`config.mk`:
```
export PLATFORM = sky130hd
export DESIGN_NAME = countdown_timer
export DESIGN_NICKNAME = d
export VERILOG_FILES = /design/src/rtl/countdown_timer.sv
export SDC_FILE = /design/constraint.sdc
export NUM_CORES = 1
export LEC_CHECK = 0
export BUFFER_PORTS_ARGS = -buffer_cell sky130_fd_sc_hd__buf_4
export CORE_AREA = 2 2 39 41
export DETAILED_ROUTE_END_ITERATION = 7
export DIE_AREA = 0 0 41 43
export GPL_ROUTABILITY_DRIVEN = 1
export PLACE_DENSITY = 0.67
export SLEW_MARGIN = 5
export SYNTH_ARGS = -nofsm -noshare
export SYNTH_HDL_FRONTEND = slang
export SYNTH_SLANG_ARGS = --single-unit
```
`constraint.sdc`:
```
create_clock -name clk -period 1.9 [get_ports clk]
set_input_delay 0.38 -clock clk [delete_from_list [all_inputs] [get_ports clk]]
set_output_delay 0.38 -clock clk [all_outputs]
set_load 0.05 [all_outputs]
```
`src/rtl/countdown_timer.sv`:
```
// Loadable down-counter with start/pause control and a one-cycle terminal-count pulse.
// Define COUNTDOWN_AUTORELOAD_EN to reload from the last loaded value at terminal count instead of stopping.
module countdown_timer #(
   parameter int WIDTH = 4
) (
   input  logic             clk,
   input  logic             rst,
   input  logic             load,
   input  logic [WIDTH-1:0] load_val,
   input  logic             start,
   input  logic             pause,
   input  logic             tick,
   output logic [WIDTH-1:0] count,
   output logic             busy,
   output logic             done
);

   typedef enum logic [1:0] {
      IDLE   = 2'd0,
      RUN    = 2'd1,
      PAUSED = 2'd2,
      DONE   = 2'd3
   } state_t;

   localparam logic [WIDTH-1:0] ONE = WIDTH'(1);

   state_t           state_reg;
   state_t           state_next;
   logic [WIDTH-1:0] count_reg;
   logic [WIDTH-1:0] count_next;
   logic             busy_reg;
   logic             busy_next;
   logic             done_reg;
   logic             done_next;
   logic [WIDTH-1:0] terminal_val;

`ifdef COUNTDOWN_AUTORELOAD_EN
   logic [WIDTH-1:0] reload_reg;

   always_ff @(posedge clk or posedge rst) begin
      if (rst) begin
         reload_reg <= '0;
      end else if (load) begin
         reload_reg <= load_val;
      end
   end

   assign terminal_val = reload_reg;
`else
   assign terminal_val = '0;
`endif

   always_ff @(posedge clk or posedge rst) begin
      if (rst) begin
         state_reg <= IDLE;
         count_reg <= '0;
         busy_reg  <= 1'b0;
         done_reg  <= 1'b0;
      end else begin
         state_reg <= state_next;
         count_reg <= count_next;
         busy_reg  <= busy_next;
         done_reg  <= done_next;
      end
   end

   // Priority: load > pause > start > tick; done is a pulse, so it defaults low.
   always_comb begin
      state_next = state_reg;
      count_next = count_reg;
      done_next  = 1'b0;
      if (load) begin
         count_next = load_val;
         state_next = IDLE;
      end else begin
         case (state_reg)
            IDLE: begin
               if (start && (count_reg != '0)) begin
                  state_next = RUN;
               end
            end
            RUN: begin
               if (pause) begin
                  state_next = PAUSED;
               end else if (tick) begin
                  if (count_reg == ONE) begin
                     count_next = terminal_val;
                     done_next  = 1'b1;
`ifndef COUNTDOWN_AUTORELOAD_EN
                     state_next = DONE;
`endif
                  end else if (count_reg > ONE) begin
                     count_next = count_reg - ONE;
                  end
               end
            end
            PAUSED: begin
               if (start && !pause) begin
                  state_next = RUN;
               end
            end
            DONE: begin
               state_next = DONE;
            end
            default: begin
               state_next = IDLE;
            end
         endcase
      end
      busy_next = (state_next == RUN) || (state_next == PAUSED);
   end

   assign count = count_reg;
   assign busy  = busy_reg;
   assign done  = done_reg;

endmodule

```
==> run_summary.xml <==
<?xml version="1.0" encoding="UTF-8"?>
<metrics>
  <group name="status">
    <metric name="status" unit="">finished clean</metric>
  </group>
  <group name="floorplanning">
    <metric name="rows" unit="">14</metric>
    <metric name="core" unit="sq um">1380</metric>
    <metric name="die_area" unit="sq um">1760</metric>
    <metric name="die_width" unit="microns">41</metric>
    <metric name="floorplan.initialDensity" unit="%">35.2</metric>
    <metric name="die_height" unit="microns">43</metric>
    <metric name="i_o_pin_total" unit="">16</metric>
  </group>
  <group name="clock_network">
    <metric name="clkSinkCount" unit="">8</metric>
    <metric name="cts-resized-gates" unit="">0</metric>
    <metric name="postCtsSetupRepairBufs" unit="">0</metric>
    <metric name="cts_hold_repair.buffers" unit="">0</metric>
    <metric name="worstSkewPairLatency" unit="ns">0.26</metric>
    <metric name="cts.path.max_buffers" unit="">2</metric>
    <metric name="clkSlewWorstSetupHoldPaths" unit="ns">0.06</metric>
    <metric name="cts_root_buffer" unit="">clkbuf_4</metric>
    <metric name="tritoncts.num_buffers" unit="">3</metric>
    <metric name="tritoncts" unit="">done</metric>
    <metric name="htree_levels" unit="">1</metric>
  </group>
  <group name="setup_path">
    <metric name="ff2ff_path_depth" unit="">5</metric>
    <metric name="timing.critical_path.fanout_max" unit="">5</metric>
    <metric name="path_buf_inv" unit="">1</metric>
    <metric name="cp_slowest_stage_delay" unit="ns">0.42</metric>
    <metric name="crit_arrival" unit="ns">1.72</metric>
    <metric name="endpoint_kind" unit="">register</metric>
    <metric name="cell_with_the_largest_stage_delay_on_the_worst_path" unit="">dfrtp_1</metric>
    <metric name="crit_cells" unit="">5</metric>
    <metric name="critPathKind" unit="">reg -&gt; reg</metric>
    <metric name="worst_path_dominant_cell_family" unit="">compound AO/OA/AOI/OAI gates</metric>
    <metric name="worst_ep_required_time" unit="ns">2.08</metric>
    <metric name="startpoint_type" unit="">register</metric>
    <metric name="critical_path.cell_chain" unit="">inv_1, ha_1, a2111o_1, a31oi_4, xor2_1</metric>
  </group>
  <group name="timing">
    <metric name="layout_worst_path_cycle_share" unit="%">80.9</metric>
    <metric name="worst_relative_slew_slack" unit="%">73.7</metric>
    <metric name="setup_total_negative_slack" unit="ns">0</metric>
    <metric name="max_clock_freq" unit="MHz">651</metric>
    <metric name="max_slew.worst_pin.slew" unit="ns">0.392</metric>
    <metric name="timing_max_transition_violations_final" unit="">0</metric>
    <metric name="min_period" unit="ns">1.54</metric>
    <metric name="timing_hold_violations_final" unit="">0</metric>
    <metric name="setup_viol" unit="">0</metric>
    <metric name="finalClockSkew" unit="ns">0.00793</metric>
    <metric name="setup_repair_after_global_routing_missed_its_margin" unit="">false</metric>
  </group>
  <group name="routing">
    <metric name="iteration_count_of_the_initial_detailed_routing_pass" unit="">4</metric>
    <metric name="viasPerCell" unit="">5.04</metric>
    <metric name="vias" unit="">423</metric>
    <metric name="route.detailed.drc" unit="">0</metric>
    <metric name="drtAntennaViolNets" unit="">0</metric>
    <metric name="finalWirelength" unit="microns">1000</metric>
    <metric name="wire_per_inst" unit="microns">11.9</metric>
    <metric name="first_iter_violations" unit="">4</metric>
  </group>
  <group name="synthesis">
    <metric name="synth-compound-area-share" unit="%">16.7</metric>
    <metric name="yosys.area_share.simple" unit="%">21.3</metric>
    <metric name="synth-seq-cells" unit="">8</metric>
    <metric name="synth_top_family_by_area" unit="">simple AND/OR/NAND/NOR gates</metric>
    <metric name="unique_masters_post_synth" unit="">24</metric>
    <metric name="synth_warnings" unit="">0</metric>
    <metric name="synth_largest_type_area_fraction" unit="%">41.1</metric>
    <metric name="post_synth.cell_area_avg" unit="sq um">9.54</metric>
    <metric name="synth_xor_xnor_area_share" unit="%">3.60</metric>
    <metric name="seq_area_frac_synth" unit="%">41.1</metric>
    <metric name="synth_area_leader_cell" unit="">dfrtp_1</metric>
    <metric name="netlist_area_before_placement" unit="sq um">487</metric>
    <metric name="synth_nets" unit="">64</metric>
    <metric name="synth_area_leaders" unit="">dfrtp_1 41%, ha_1 7.7%, inv_1 4.6%</metric>
    <metric name="synth_mux_area_share" unit="%">4.11</metric>
    <metric name="synthAdderAreaFrac" unit="%">7.71</metric>
    <metric name="synth_cells" unit="">51</metric>
  </group>
  <group name="power">
    <metric name="static-leakage-power" unit="nW">0.308</metric>
    <metric name="power" unit="uW">504</metric>
    <metric name="power_density" unit="nW/um^2">789</metric>
    <metric name="max-vdd-ir-drop" unit="mV">0.366</metric>
  </group>
  <group name="layout">
    <metric name="largest_register_ffs" unit="">4</metric>
    <metric name="final_core_util" unit="%">46.1</metric>
    <metric name="areaGrowthSynthToFinish" unit="%">31.1</metric>
    <metric name="final_layout_size_suffix_gt1_share" unit="%">32.4</metric>
    <metric name="n_antenna_cell" unit="">0</metric>
    <metric name="num-nets-final" unit="">83</metric>
  </group>
  <group name="placement">
    <metric name="final_gp_congestion" unit="">0.748</metric>
    <metric name="dp_hpwl" unit="microns">800</metric>
    <metric name="place.port_buffers" unit="">15</metric>
  </group>
  <group name="grt">
    <metric name="grt_first_pass_wirelength" unit="microns">1660</metric>
    <metric name="antenna_found_initial" unit="">0</metric>
    <metric name="grt_start_max_net_pins" unit="">13</metric>
    <metric name="grt_overflow_total" unit="">0</metric>
    <metric name="grt.total_usage" unit="%">14.3</metric>
    <metric name="grt_pass1_vias" unit="">399</metric>
  </group>
  <group name="flow_run">
    <metric name="max_cap_viol_count" unit="">0</metric>
  </group>
  <group name="worst_hold_path">
    <metric name="min_path_type" unit="">in -&gt; async</metric>
  </group>
</metrics>
-- through the flow --
step	area, sq um	instances	setup WS, ns	hold slack (ns)
after floorplan	487	51	0.0996	0.196
after global placement	616	81	0.421	0.349
final	638	84	0.364	0.0708
after global routing	638	84	0.269	0.0940
after CTS	638	84	0.340	0.0662
after detailed placement	616	81	0.364	0.356
-- cells in the final DEF (no fill, tap or decap), drive strengths merged, types with 2 or more instances in the layout --
cell     n
o21ai    4
dfrtp    8
buf     15
and2b    2
mux2i    2
inv      6
nand3    2
nor2     3
nand2    6
ha       3
a31oi    2
nor3     2
clkbuf   3
-- path summary, 6_finish.rpt --
path                                 startpoint                endpoint  slack, ns
setup / recovery           count[0]$_DFFE_PP0P_          busy$_DFF_PP0_       0.36
hold / removal                              rst    count[3]$_DFFE_PP0P_       0.07
setup reg to reg           count[0]$_DFFE_PP0P_          busy$_DFF_PP0_       0.36
hold reg to reg            count[3]$_DFFE_PP0P_          done$_DFF_PP0_       0.64
max in group asynchronous                   rst  state_reg[0]$_DFF_PP0_       1.58
min in group clk                    load_val[2]    count[2]$_DFFE_PP0P_       0.32
-- cells in the mapped netlist, drive strengths merged --
| master | n |
|---|---|
| o311ai | 1 |
| xnor2 | 1 |
| nor3 | 2 |
| a2111o | 1 |
| nand4 | 1 |
| a311oi | 1 |
| a21oi | 1 |
| o21ai | 4 |
| clkbuf | 1 |
| a31oi | 2 |
| nand2b | 1 |
| xor2 | 1 |
| and2b | 2 |
| inv | 6 |
| nand2 | 6 |
| ha | 3 |
| mux2i | 2 |
| nor4 | 1 |
| dfrtp | 8 |
| nor2 | 3 |
| nand4bb | 1 |
| nand3 | 2 |
-- cells by family after synthesis --
logic type | count (synthesis)
simple gates | 19
mux | 2
fa+ha+maj | 3
xor+xnor | 2
compound gates | 10
flops | 8
buf+inv | 7
-- where the power goes --
| part | leakage [nW] | internal [mW] | switching, mW | total, mW |
|---|---|---|---|---|
| Sequential | 0.102 | 0.189 | 0.0206 | 0.209 |
| Combinational | 0.193 | 0.0626 | 0.0987 | 0.161 |
| Clock | 0.0138 | 0.0725 | 0.0606 | 0.133 |
| Total | 0.308 | 0.324 | 0.180 | 0.504 |
-- routing by layer --
layer,track usage (%),part of all wire (%),vias to the layer above
met5,0,0,-
met2,21.6,49,14
li1,-,-,213
met3,6.28,6.7,2
met4,6.00,1.8,0
met1,16.8,43,194
-- layout make-up --
class,instances,area (sq um)
multi-input cells,36,260
well taps,16,20.0
flip-flops and latches,8,200
clock buffers,3,22.5
fillers,151,746
repair buffers,15,113
inverters,6,22.5
(Power assumes the default switching activity.)
